File: src/rtl/bcd_to_excess3.sv
// Registered packed-BCD to Excess-3 converter with per-digit illegal-digit flags.
// One cycle of latency, full throughput, no backpressure.
module bcd_to_excess3 #(
    parameter int DIGITS = 1
) (
    input  logic                clk,
    input  logic                rst,
    input  logic                in_valid,
    input  logic [4*DIGITS-1:0] bcd,
    output logic                out_valid,
    output logic [4*DIGITS-1:0] excess3,
    output logic [DIGITS-1:0]   err_mask,
    output logic                err
);

    localparam int W = 4 * DIGITS;

    logic              out_valid_d, out_valid_q;
    logic [W-1:0]      excess3_d, excess3_q;
    logic [DIGITS-1:0] err_mask_d, err_mask_q;
    logic              err_d, err_q;

    // Without a valid input, the data registers keep their last conversion.
    always_comb begin
        out_valid_d = in_valid;
        excess3_d   = excess3_q;
        err_mask_d  = err_mask_q;
        err_d       = err_q;
        if (in_valid) begin
            for (int k = 0; k < DIGITS; k++) begin
                excess3_d[4*k +: 4] = bcd[4*k +: 4] + 4'd3;
                err_mask_d[k]       = (bcd[4*k +: 4] > 4'd9);
            end
            err_d = |err_mask_d;
        end
    end

    always_ff @(posedge clk) begin
        if (rst) begin
            out_valid_q <= 1'b0;
            excess3_q   <= '0;
            err_mask_q  <= '0;
            err_q       <= 1'b0;
        end else begin
            out_valid_q <= out_valid_d;
            excess3_q   <= excess3_d;
            err_mask_q  <= err_mask_d;
            err_q       <= err_d;
        end
    end

    assign out_valid = out_valid_q;
    assign excess3   = excess3_q;
    assign err_mask  = err_mask_q;
    assign err       = err_q;

endmodule

File: config.mk
export PLATFORM = sky130hd
export DESIGN_NAME = bcd_to_excess3
export DESIGN_NICKNAME = d
export VERILOG_FILES = /design/src/rtl/bcd_to_excess3.sv
export SDC_FILE = /design/constraint.sdc
export NUM_CORES = 1
export LEC_CHECK = 0
export BUFFER_PORTS_ARGS = -buffer_cell sky130_fd_sc_hd__buf_2
export CAP_MARGIN = 20
export CORE_AREA = 3 3 40 42
export CTS_BUF_LIST = sky130_fd_sc_hd__clkbuf_4 sky130_fd_sc_hd__clkbuf_8 sky130_fd_sc_hd__clkbuf_16
export DETAILED_ROUTE_END_ITERATION = 10
export DIE_AREA = 0 0 43 45
export GPL_ROUTABILITY_DRIVEN = 0
export PLACE_DENSITY = 0.43
export SYNTH_ARGS = -nofsm -noshare
export SYNTH_HDL_FRONTEND = slang
export SYNTH_SLANG_ARGS = --single-unit
File: constraint.sdc
create_clock -name clk -period 2.02 [get_ports clk]
set_clock_uncertainty 0.15 [all_clocks]
set_input_delay 0.202 -clock clk [delete_from_list [all_inputs] [get_ports clk]]
set_output_delay 0.202 -clock clk [all_outputs]
set_load 0.05 [all_outputs]
# After elaboration in Yosys (flattened, before gate mapping)
# Index checks and enable logic that the tools add are counted.
dict set report totals {
  reg_bits 6
  inputBits 7
  out_inout_bits 7
  wordCells 5
}
dict set report op_classes {
  n_addsub 1
  magnitude_cmp 1
}
# operator n
set ops {}
lappend ops {{adder 4 x 2 -> 4 bit, second input constant} 1}
lappend ops {{> comparator 4 bit, second input constant} 1}

# Logic depth before layout (Yosys ltp)
# Gate-level depths: netlist (run 1).
dict set report depth {
  depth_word 1
  mapped_depth 5
  mapped_depth_nobuf 5
}

# Least setup slack after synthesis (run 1)
# No wires, ideal clock.
dict set report synth_path {
  kind {reg2out}
  start {reg err_mask_q (netlist: err_mask)}
  end {out err_mask}
  t_arrival_ns 0.914
  required_ns 1.668
  slack_ns 0.754
  path_stages_with_launch 2
  path_buffers 1
  cell_sequence {dfxtp_1 buf_4}
}
# item line
set synth_lines {}
lappend synth_lines {{from (decl)} 20} ;# logic [DIGITS-1:0] err_mask_d, err_mask_q;
lappend synth_lines {{from (signal assigned)} 47} ;# err_mask_q <= err_mask_d;
lappend synth_lines {{to (decl)} 12} ;# output logic [DIGITS-1:0] err_mask,
# No word-level cell between the ends.

==> results of run 1 <==
## final cells by class
type,instances,area share [%]
well taps,15,5.12
repair buffers,13,17.7
inverters,2,2.05
multi-input cells,18,36.2
clock buffers,3,6.14
flip-flops and latches,6,32.8
## power breakdown
part | leakage, nW | switching (mW) | internal (mW)
clock | 0.0138 | 0.0400 | 0.0670
combinational | 0.117 | 0.0535 | 0.0216
sequential | 0.0498 | 0.00368 | 0.127
## cells in the mapped netlist (all sizes together)
cell type | number | share of area (%)
o21ai | 1 | 3.2
dfxtp | 6 | 44
a211oi | 3 | 10
xnor2 | 1 | 3.2
inv | 2 | 2.8
buf | 2 | 4.6
ha | 2 | 9.2
nor2b | 1 | 2.3
nor2 | 5 | 6.9
xor2 | 1 | 3.2
nand2b | 1 | 2.3
a21oi | 1 | 1.8
mux2i | 1 | 3.7
o211ai | 1 | 2.8
## cells in the final DEF, fill, tap and decap left out, drive strengths merged
master and instances:
buf 13, nand2b 1, inv 2, ha 2, nor2b 1, o211ai 1
a21oi 1, nor2 5, dfxtp 6, xnor2 1, o21ai 1, xor2 1
a211oi 3, mux2i 1, clkbuf 3
## cell families (layout without fill, tap and decap cells)
logic type,after synthesis,in the layout,synth area share (%)
multiplexers,1,1,3.67
flip-flops,6,6,44.0
adder cells (fa/ha/maj),2,2,9.17
AND/OR/NAND/NOR,7,7,11.5
buffers and inverters,4,18,7.34
XOR/XNOR,2,2,6.42
AO/OA/AOI/OAI,6,6,17.9
## final timing paths
check	from	end	slack (ns)	cells after the start
worst max-delay path	err_mask$_SDFFE_PP0P_	err	0.82	1
worst min-delay path	rst	excess3[3]$_SDFFE_PP0P_	0.05	2
worst max register to register	excess3[0]$_SDFFE_PP0P_	excess3[0]$_SDFFE_PP0P_	1.21	2
worst min register to register	err_mask$_SDFFE_PP0P_	err_mask$_SDFFE_PP0P_	0.33	2
## layer usage
| metal | GRT usage, % | share of wire, % | up-vias |
|---|---|---|---|
| met5 | 0 | 0 | - |
| met4 | 3.61 | 0 | 0 |
| met3 | 7.57 | 12 | 0 |
| met2 | 10.8 | 43 | 12 |
| met1 | 6.78 | 45 | 103 |
| li1 | - | - | 121 |
## flip-flops by register name, indices dropped and copies added, names as in the netlist
name / cells
excess3: 4
err_mask: 1
out_valid: 1
==> flow_metrics.tcl, run 1 <==
set metrics [dict create \
    holdBufCountCts 0 \
    synth_seq_area_share_pct 44.0 \
    timing.slew.headroom_pct 83.3 \
    global_route_wire_length_before_repair_um 952 \
    final_cell_area_um2 367 \
    synthesis.nets 37 \
    cp_data_required_time_ns 1.67 \
    floorplan.rows 13 \
    tritoncts_num_sinks 6 \
    tritoncts "built" \
    post_cts_resize_count 0 \
    dpl.cell_count 54 \
    worst_path_max_delay_cell "dfxtp_1" \
    netlist-cell-type-count 16 \
    maximum_number_of_pins_on_one_net_before_global_route_repair 11 \
    die_width_um 43 \
    drive_above_1_share_pct 42.9 \
    die_h_um 45 \
    first_global_vias 240 \
    holdWs_ns 0.0523 \
    dr.pass1.iters 2 \
    filler_cell_count 151 \
    crit_arrival_ns 0.85 \
    grt_antenna_before_repair 0 \
    core_outline_area_um2 1280 \
    drc_errors 0 \
    synth.yosys.warnings 0 \
    route.detailed.vias_per_inst 4.14 \
    critical-path-top-delay-family "flip-flops" \
    cts.htree.levels 1 \
    syn_area_um2 273 \
    placement.cell_area_um2 344 \
    grt.overflow.total 0 \
    worstPathBufferInverterCount 1 \
    setup.worst_path.end_class "primary output" \
    finalWorstSetupSlack_ns 0.822 \
    die-area_um2 1940 \
    hold_viol_final 0 \
    power.static_leakage_nw 0.180 \
    total_power_uw 313 \
    critPathMaxStageDelay_ns 0.33 \
    nNetsFinal 53 \
    post-cts-setup-buffers 0 \
    synth-seq-cells 6 \
    inserted_diodes 0 \
    crit_chain "buf_2" \
    clockBufferDepth 2 \
    avgSynthCellArea_um2 9.74 \
    rsz_0062_raised_after_global_routing "no" \
    timing.setup.tns_ns 0 \
    tightestPinTransition_ns 0.252 \
    fin_cells 57 \
    post_drt_wl_per_cell_um 10.1 \
    dpl.hpwl_um 455 \
    timing.critical_path.from_type "flop" \
    setup_viol 0 \
    numCtsBuffers 3 \
    route.vias.total 236 \
    area_of_the_multi_input_gates_um2 133 \
    path_max_fanout 3 \
    fmaxAchievable_mhz 835 \
    detail-route-antenna-nets 0 \
    hold_path.class "input port to flop" \
    clkTransAtPathRegs_ns 0.04 \
    outcome "finished, final reports clean" \
    regArea_um2 120 \
    detail_route.iter0.violations 2 \
    postSynthCellCount 28 \
    top_level_ports 14 \
    clock_latency_reported_for_the_late_side_of_the_worst_skew_pair_ns 0.24 \
    root_buffer "clkbuf_4" \
    portBuffers 13 \
    slew_viol_final 0 \
    initial_utilization_pct 21.2 \
    drt-total-wl_um 573 \
    timing_worst_setup_path_type "flop to primary output" \
    min_tclk_post_route_ns 1.20 \
    grt_use_total_pct 7.42 \
    syn_to_final_growth_pct 34.4 \
    fin_crit_sh_pct 59.3 \
    fin_util_pct 28.5 \
    drv_cap 0 \
    vdd_drop_max_uv 400 \
    placement.setup.worst_slack_ns 0.846 \
    p_per_area_nw_per_um2 854 \
]
(Power assumes the default switching activity.)
==> run 2, diff against run 1 <==
Settings changed: ABC_AREA from default to 1, PLACE_DENSITY 0.43 to 0.46.
Clock period 2.02 ns to 1.05 ns, I/O delays scaled along.
==> run 2 against run 1 <==
  * Cell area is 16% higher
  * Die area unchanged
  * Register-to-register slack lost 0.95 ns
  * Hold slack worse by 0.037 ns
  * Global-route usage up 0.090 points
  * Wire length increased by 12%
  * Via count up 22%
  * Setup slack got worse by 0.79 ns
  * Utilization rose by 4.6 points
  * Flip-flop and latch count stayed put
  * Power increased by 100%
  * Synthesized cell count is 36% higher
  * Critical endpoint is now err_mask
==> flow_metrics.tcl, run 2 <==
set metrics [dict create \
    outcome "finished, final reports clean" \
    tritoncts_num_sinks 6 \
    timing.critical_path.from_type "flop" \
    combinational_family_with_the_most_area_after_synthesis "compound AO/OA/AOI/OAI gates" \
    synth_seq_area_share_pct 42.3 \
    clockBufferDepth 2 \
    hold_viol_final 0 \
    netlist.top_cell.by_area "dfxtp_1" \
    p_per_area_nw_per_um2 1500 \
    post_drt_wl_per_cell_um 9.28 \
    ys_async_sr_fraction_pct 0 \
    grt_use_total_pct 7.51 \
    worst_path_max_delay_cell "dfxtp_2" \
    drv_cap 0 \
    timing.critical_path.from "err_mask$_SDFFE_PP0P_" \
    netlist-cell-type-count 11 \
    setup.worst_path.end_class "primary output" \
    fmaxAchievable_mhz 982 \
    clock_latency_reported_for_the_late_side_of_the_worst_skew_pair_ns 0.24 \
    power_frac_seq_pct 39.9 \
    final_cell_area_um2 425 \
    syn_area_um2 284 \
    root_buffer "clkbuf_4" \
    synth_adder_area_share_pct 8.81 \
    clockPowerShare_pct 34.0 \
    rsz_0062_raised_after_global_routing "yes" \
    route.vias.total 287 \
    placement.cell_area_um2 358 \
    cell_internal_pwr_uw 434 \
    drt-total-wl_um 640 \
    synth-xor-area-share_pct 3.08 \
    cp_data_required_time_ns 0.79 \
    die_h_um 45 \
    synth_enable_flop_cells 0 \
    syn_to_final_growth_pct 49.8 \
    power.net_switching_uw 204 \
    synthesis.nets 47 \
    portBuffers 13 \
    synthMuxAreaShare_pct 0 \
    path_max_fanout 3 \
    crit_arrival_ns 0.76 \
    avgSynthCellArea_um2 7.47 \
    crit_chain "buf_4" \
    tritoncts "built" \
    top_level_ports 14 \
    area_fraction_in_compound_gates_after_synthesis_pct 15.9 \
    setup_viol 0 \
    numCtsBuffers 3 \
    power.static_leakage_nw 0.233 \
    min_tclk_post_route_ns 1.02 \
    most_frequently_used_cell_type_in_the_post_synthesis_netlist "inv_1" \
    nNetsFinal 65 \
    hold_path.class "input port to flop" \
    clkTransAtPathRegs_ns 0.05 \
    critical_path_cell_count 1 \
    global_route_wire_length_before_repair_um 1030 \
    synth-seq-cells 6 \
    dr.pass1.iters 4 \
    setup.reg_to_reg.worst_slack_ns 0.26 \
    maximum_number_of_pins_on_one_net_before_global_route_repair 11 \
    synth.top_cells.by_count "7 x inv_1, 6 x dfxtp_1, 5 x nor2_1" \
    largest_register_ffs 4 \
    timing_worst_setup_path_type "flop to primary output" \
    detail_route.iter0.violations 4 \
    timing.rr.end "excess3[2]$_SDFFE_PP0P_" \
    synth_top_cell_area_share_pct 42.3 \
    inserted_diodes 0 \
    detail-route-antenna-nets 0 \
    power.share.switching_pct 32.0 \
    cts.htree.levels 1 \
    initial_utilization_pct 22.1 \
    worstPathBufferInverterCount 1 \
    total_power_uw 638 \
    die_width_um 43 \
    synth.yosys.warnings 0 \
    worst_setup_path_endpoint "err_mask" \
    fin_crit_sh_pct 97.0 \
    floorplan.rows 13 \
    postSynthCellCount 38 \
    route.detailed.vias_per_inst 4.16 \
    drive_above_1_share_pct 35.2 \
    drc_errors 0 \
    yosys-top-cells-area "dfxtp_1 42%, inv_1 9.3%, ha_1 8.8%" \
    grt_antenna_before_repair 0 \
    holdWs_ns 0.0152 \
    worst_r2r_path_depth 4 \
    tightestPinTransition_ns 0.156 \
    worstReg2RegStart "excess3[2]$_SDFFE_PP0P_" \
    critPathMaxStageDelay_ns 0.33 \
    grt.overflow.total 0 \
    core_outline_area_um2 1280 \
    vdd_drop_max_uv 480 \
    slew_viol_final 0 \
    synthSimpleGateAreaFrac_pct 15.4 \
    timing.slew.headroom_pct 89.5 \
    first_global_vias 255 \
    p_comb_share_pct 26.1 \
    layout_common_cells "7 x inv_1, 7 x buf_4, 5 x nor2_1, 5 x buf_2" \
    die-area_um2 1940 \
    prevailing_post_synth_register_cell "dfxtp_1" \
    critical-path-top-delay-family "flip-flops" \
]
## run 2: worst min path at each step
stage / depth (start not counted) / endpoint / from / slack [ns]
after global placement: 2 / out_valid$_SDFF_PP0_ / rst / 0.15
after detailed placement: 2 / out_valid$_SDFF_PP0_ / rst / 0.15
final: 2 / excess3[0]$_SDFFE_PP0P_ / in_valid / 0.02
after floorplan: 1 / out_valid$_SDFF_PP0_ / rst / 0.03
after global routing: 2 / err_mask$_SDFFE_PP0P_ / in_valid / 0.02
after CTS: 2 / excess3[0]$_SDFFE_PP0P_ / in_valid / 0.0006
## run 2: timing repair
| action | CTS | global route |
|---|---|---|
| gates resized for setup | 5 | 5 |
| endpoints found under the hold margin | 4 | 0 |
| setup endpoints to repair | 7 | 3 |
| hold buffers | 3 | 0 |
| buffers inserted | 0 | 0 |
| pin swaps | 0 | 1 |
## run 2: cells by family after synthesis
kind of cell,count (synthesis)
AOI/OAI and AO/OA,9
DFF,6
buffers and inverters,9
xor gates and xnor gates,1
and+or+nand+nor,11
adders and majority gates,2
## run 2: through the flow
stage                     setup WS, ns  setup TNS [ns]  utilization, %  std cells
after floorplan                0.00518               0               -         38
after global placement          0.0312               0            27.8         64
after detailed placement        0.0297               0            27.8         64
after CTS                      -0.0396         -0.0791            32.9         70
after global routing           -0.0207         -0.0409            33.1         69
final                           0.0312               0            33.1         69
## run 2: metal layers
layer	up-vias	part of all wire [%]	GRT usage, %
met5	-	0	0
met4	0	0	1.81
met3	0	14	7.17
met2	12	41	10.5
met1	126	45	8.25
li1	149	-	-
## run 2: cell type report
type	count	area, µm²
fill	143	860
sequential	6	125
multi-input combinational	23	123
timing repair buffer	15	110
inverter	7	26.3
clock buffer	3	22.5
tap	15	18.8
## run 2: power by group through the flow
| stage | sequential (mW) | combinational [mW] | clock, mW |
|---|---|---|---|
| 3_5_place_dp | 0.258 | 0.148 | 0 |
| 5_1_grt | 0.257 | 0.181 | 0.240 |
| 4_1_cts | 0.254 | 0.165 | 0.229 |
| 2_1_floorplan | 0.316 | 0.0559 | 0 |
| 6_report | 0.254 | 0.167 | 0.217 |
| 3_3_place_gp | 0.257 | 0.148 | 0 |
==> run 3, diff against run 2 <==
Settings changed: PLACE_DENSITY 0.46 to 0.44.
Clock period 1.05 ns to 1.2 ns, I/O delays scaled along.
==> run 3 against run 2 <==
  * Sequential share of layout area increased by 0.97 points
  * Hold slack got worse by 0.0057 ns
  * Via count down 3.5%
  * Critical endpoint unchanged
  * Clock-buffer cell count is the same
  * Sequential power decreased by 13%
  * Setup slack improved by 0.058 ns
  * Cell area down 7.1%
  * Utilization shrank 2.3 points
  * Largest cell class is now multi-input combinational cells
==> flow_metrics.tcl, run 3 (synthesized netlist as in run 2, its figures left out) <==
set metrics [dict create \
    post_drt_wl_per_cell_um 8.32 \
    global_route_wire_length_before_repair_um 952 \
    timing.critical_path.from "err_mask$_SDFFE_PP0P_" \
    die_width_um 43 \
    crit_arrival_ns 0.84 \
    tightestPinTransition_ns 0.248 \
    root_buffer "clkbuf_4" \
    path_max_fanout 3 \
    dr.pass1.iters 2 \
    drv_cap 0 \
    detail_route.iter0.violations 1 \
    clkTransAtPathRegs_ns 0.05 \
    critPathMaxStageDelay_ns 0.33 \
    maximum_number_of_pins_on_one_net_before_global_route_repair 11 \
    first_global_vias 251 \
    inserted_diodes 0 \
    worst_r2r_path_depth 2 \
    tritoncts "built" \
    crit_chain "buf_2" \
    top_level_ports 14 \
    core_outline_area_um2 1280 \
    timing_worst_setup_path_type "flop to primary output" \
    drive_above_1_share_pct 29.6 \
    largest_register_ffs 4 \
    tritoncts_num_sinks 6 \
    drc_errors 0 \
    outcome "finished, final reports clean" \
    route.detailed.vias_per_inst 4.01 \
    critical-path-top-delay-family "flip-flops" \
    grt_antenna_before_repair 0 \
    clock_latency_reported_for_the_late_side_of_the_worst_skew_pair_ns 0.24 \
    worstPathBufferInverterCount 1 \
    nNetsFinal 65 \
    floorplan.rows 13 \
    syn_to_final_growth_pct 39.2 \
    timing.hold.worst_path_depth 3 \
    clockBufferDepth 2 \
    detail-route-antenna-nets 0 \
    timing.rr.end "err_mask$_SDFFE_PP0P_" \
    hold_viol_final 0 \
    hold-path-endpoint "err_mask$_SDFFE_PP0P_" \
    rsz_0062_raised_after_global_routing "no" \
    die_h_um 45 \
    final_common_cell "buf_2" \
    min_from "bcd[3]" \
    power.static_leakage_nw 0.221 \
    setup_viol 0 \
    hold_path.class "input port to flop" \
    initial_utilization_pct 22.1 \
    timing.slew.headroom_pct 83.6 \
    p_per_area_nw_per_um2 1360 \
    route.vias.total 277 \
    min_tclk_post_route_ns 1.11 \
    grt.overflow.total 0 \
    placement.cell_area_um2 353 \
    holdBufCountCts 2 \
    timing.critical_path.from_type "flop" \
    slew_viol_final 0 \
    setup.worst_path.end_class "primary output" \
    layout_common_cells "13 x buf_2, 7 x inv_1, 6 x dfxtp_1" \
    timing.setup.tns_ns 0 \
    post_cts_resize_count 0 \
    worstReg2RegStart "err_mask$_SDFFE_PP0P_" \
    cp_data_required_time_ns 0.93 \
    setup.reg_to_reg.worst_slack_ns 0.41 \
    post-cts-setup-buffers 0 \
    portBuffers 13 \
    worst_path_max_delay_cell "dfxtp_1" \
    cts.htree.levels 1 \
    final_cell_area_um2 395 \
    fmaxAchievable_mhz 900 \
    drt-total-wl_um 574 \
    fin_crit_sh_pct 92.6 \
    grt_use_total_pct 7.09 \
    vdd_drop_max_uv 752 \
    numCtsBuffers 3 \
    fin_util_pct 30.8 \
    die-area_um2 1940 \
]
-- run 3: cell count changes in the layout (fill, tap and decap cells not counted), sizes merged --
cell / delta
buf: +1
dlymetal6s4s: -1
-- run 3: per-layer routing --
| layer | part of all wire, % | track usage [%] |
|---|---|---|
| met1 | 45 | 7.26 |
| met2 | 42 | 10.8 |
| met3 | 13 | 7.57 |
| met4 | 0 | 0 |
| met5 | 0 | 0 |
-- run 3: cell type report --
cell class | instances | area (µm²)
Tap cell | 15 | 18.8
Inverter | 7 | 26.3
Timing Repair Buffer | 15 | 85.1
Clock buffer | 3 | 22.5
Fill cell | 144 | 890
Sequential cell | 6 | 120
Multi-Input combinational cell | 23 | 123
-- run 3: report_power, final --
| part | switching, mW | leakage, nW | internal (mW) |
|---|---|---|---|
| logic | 0.0938 | 0.157 | 0.0386 |
| registers | 0.00585 | 0.0499 | 0.214 |
| clock network | 0.0708 | 0.0138 | 0.113 |
| total | 0.170 | 0.221 | 0.366 |
-- run 3: metrics by stage --
stage	hold WS (ns)	total power, mW	setup WS, ns	cells
final	0.00947	0.536	0.0888	69
after floorplan	0.0424	0.323	0.0215	38
after global routing	0.0328	0.570	0.0371	69
after detailed placement	0.169	0.353	0.156	64
after CTS	0.00965	0.547	0.0748	69
after global placement	0.167	0.353	0.172	64
-- run 3: worst max-delay path by stage --
stage          slack [ns]  cells after the start                       to
2_1_floorplan        0.02                      1                 err_mask
5_1_grt              0.04                      1                      err
3_5_place_dp         0.16                      6  excess3[2]$_SDFFE_PP0P_
3_3_place_gp         0.17                      6  excess3[2]$_SDFFE_PP0P_
4_1_cts              0.07                      1                 err_mask
6_report             0.09                      1                 err_mask
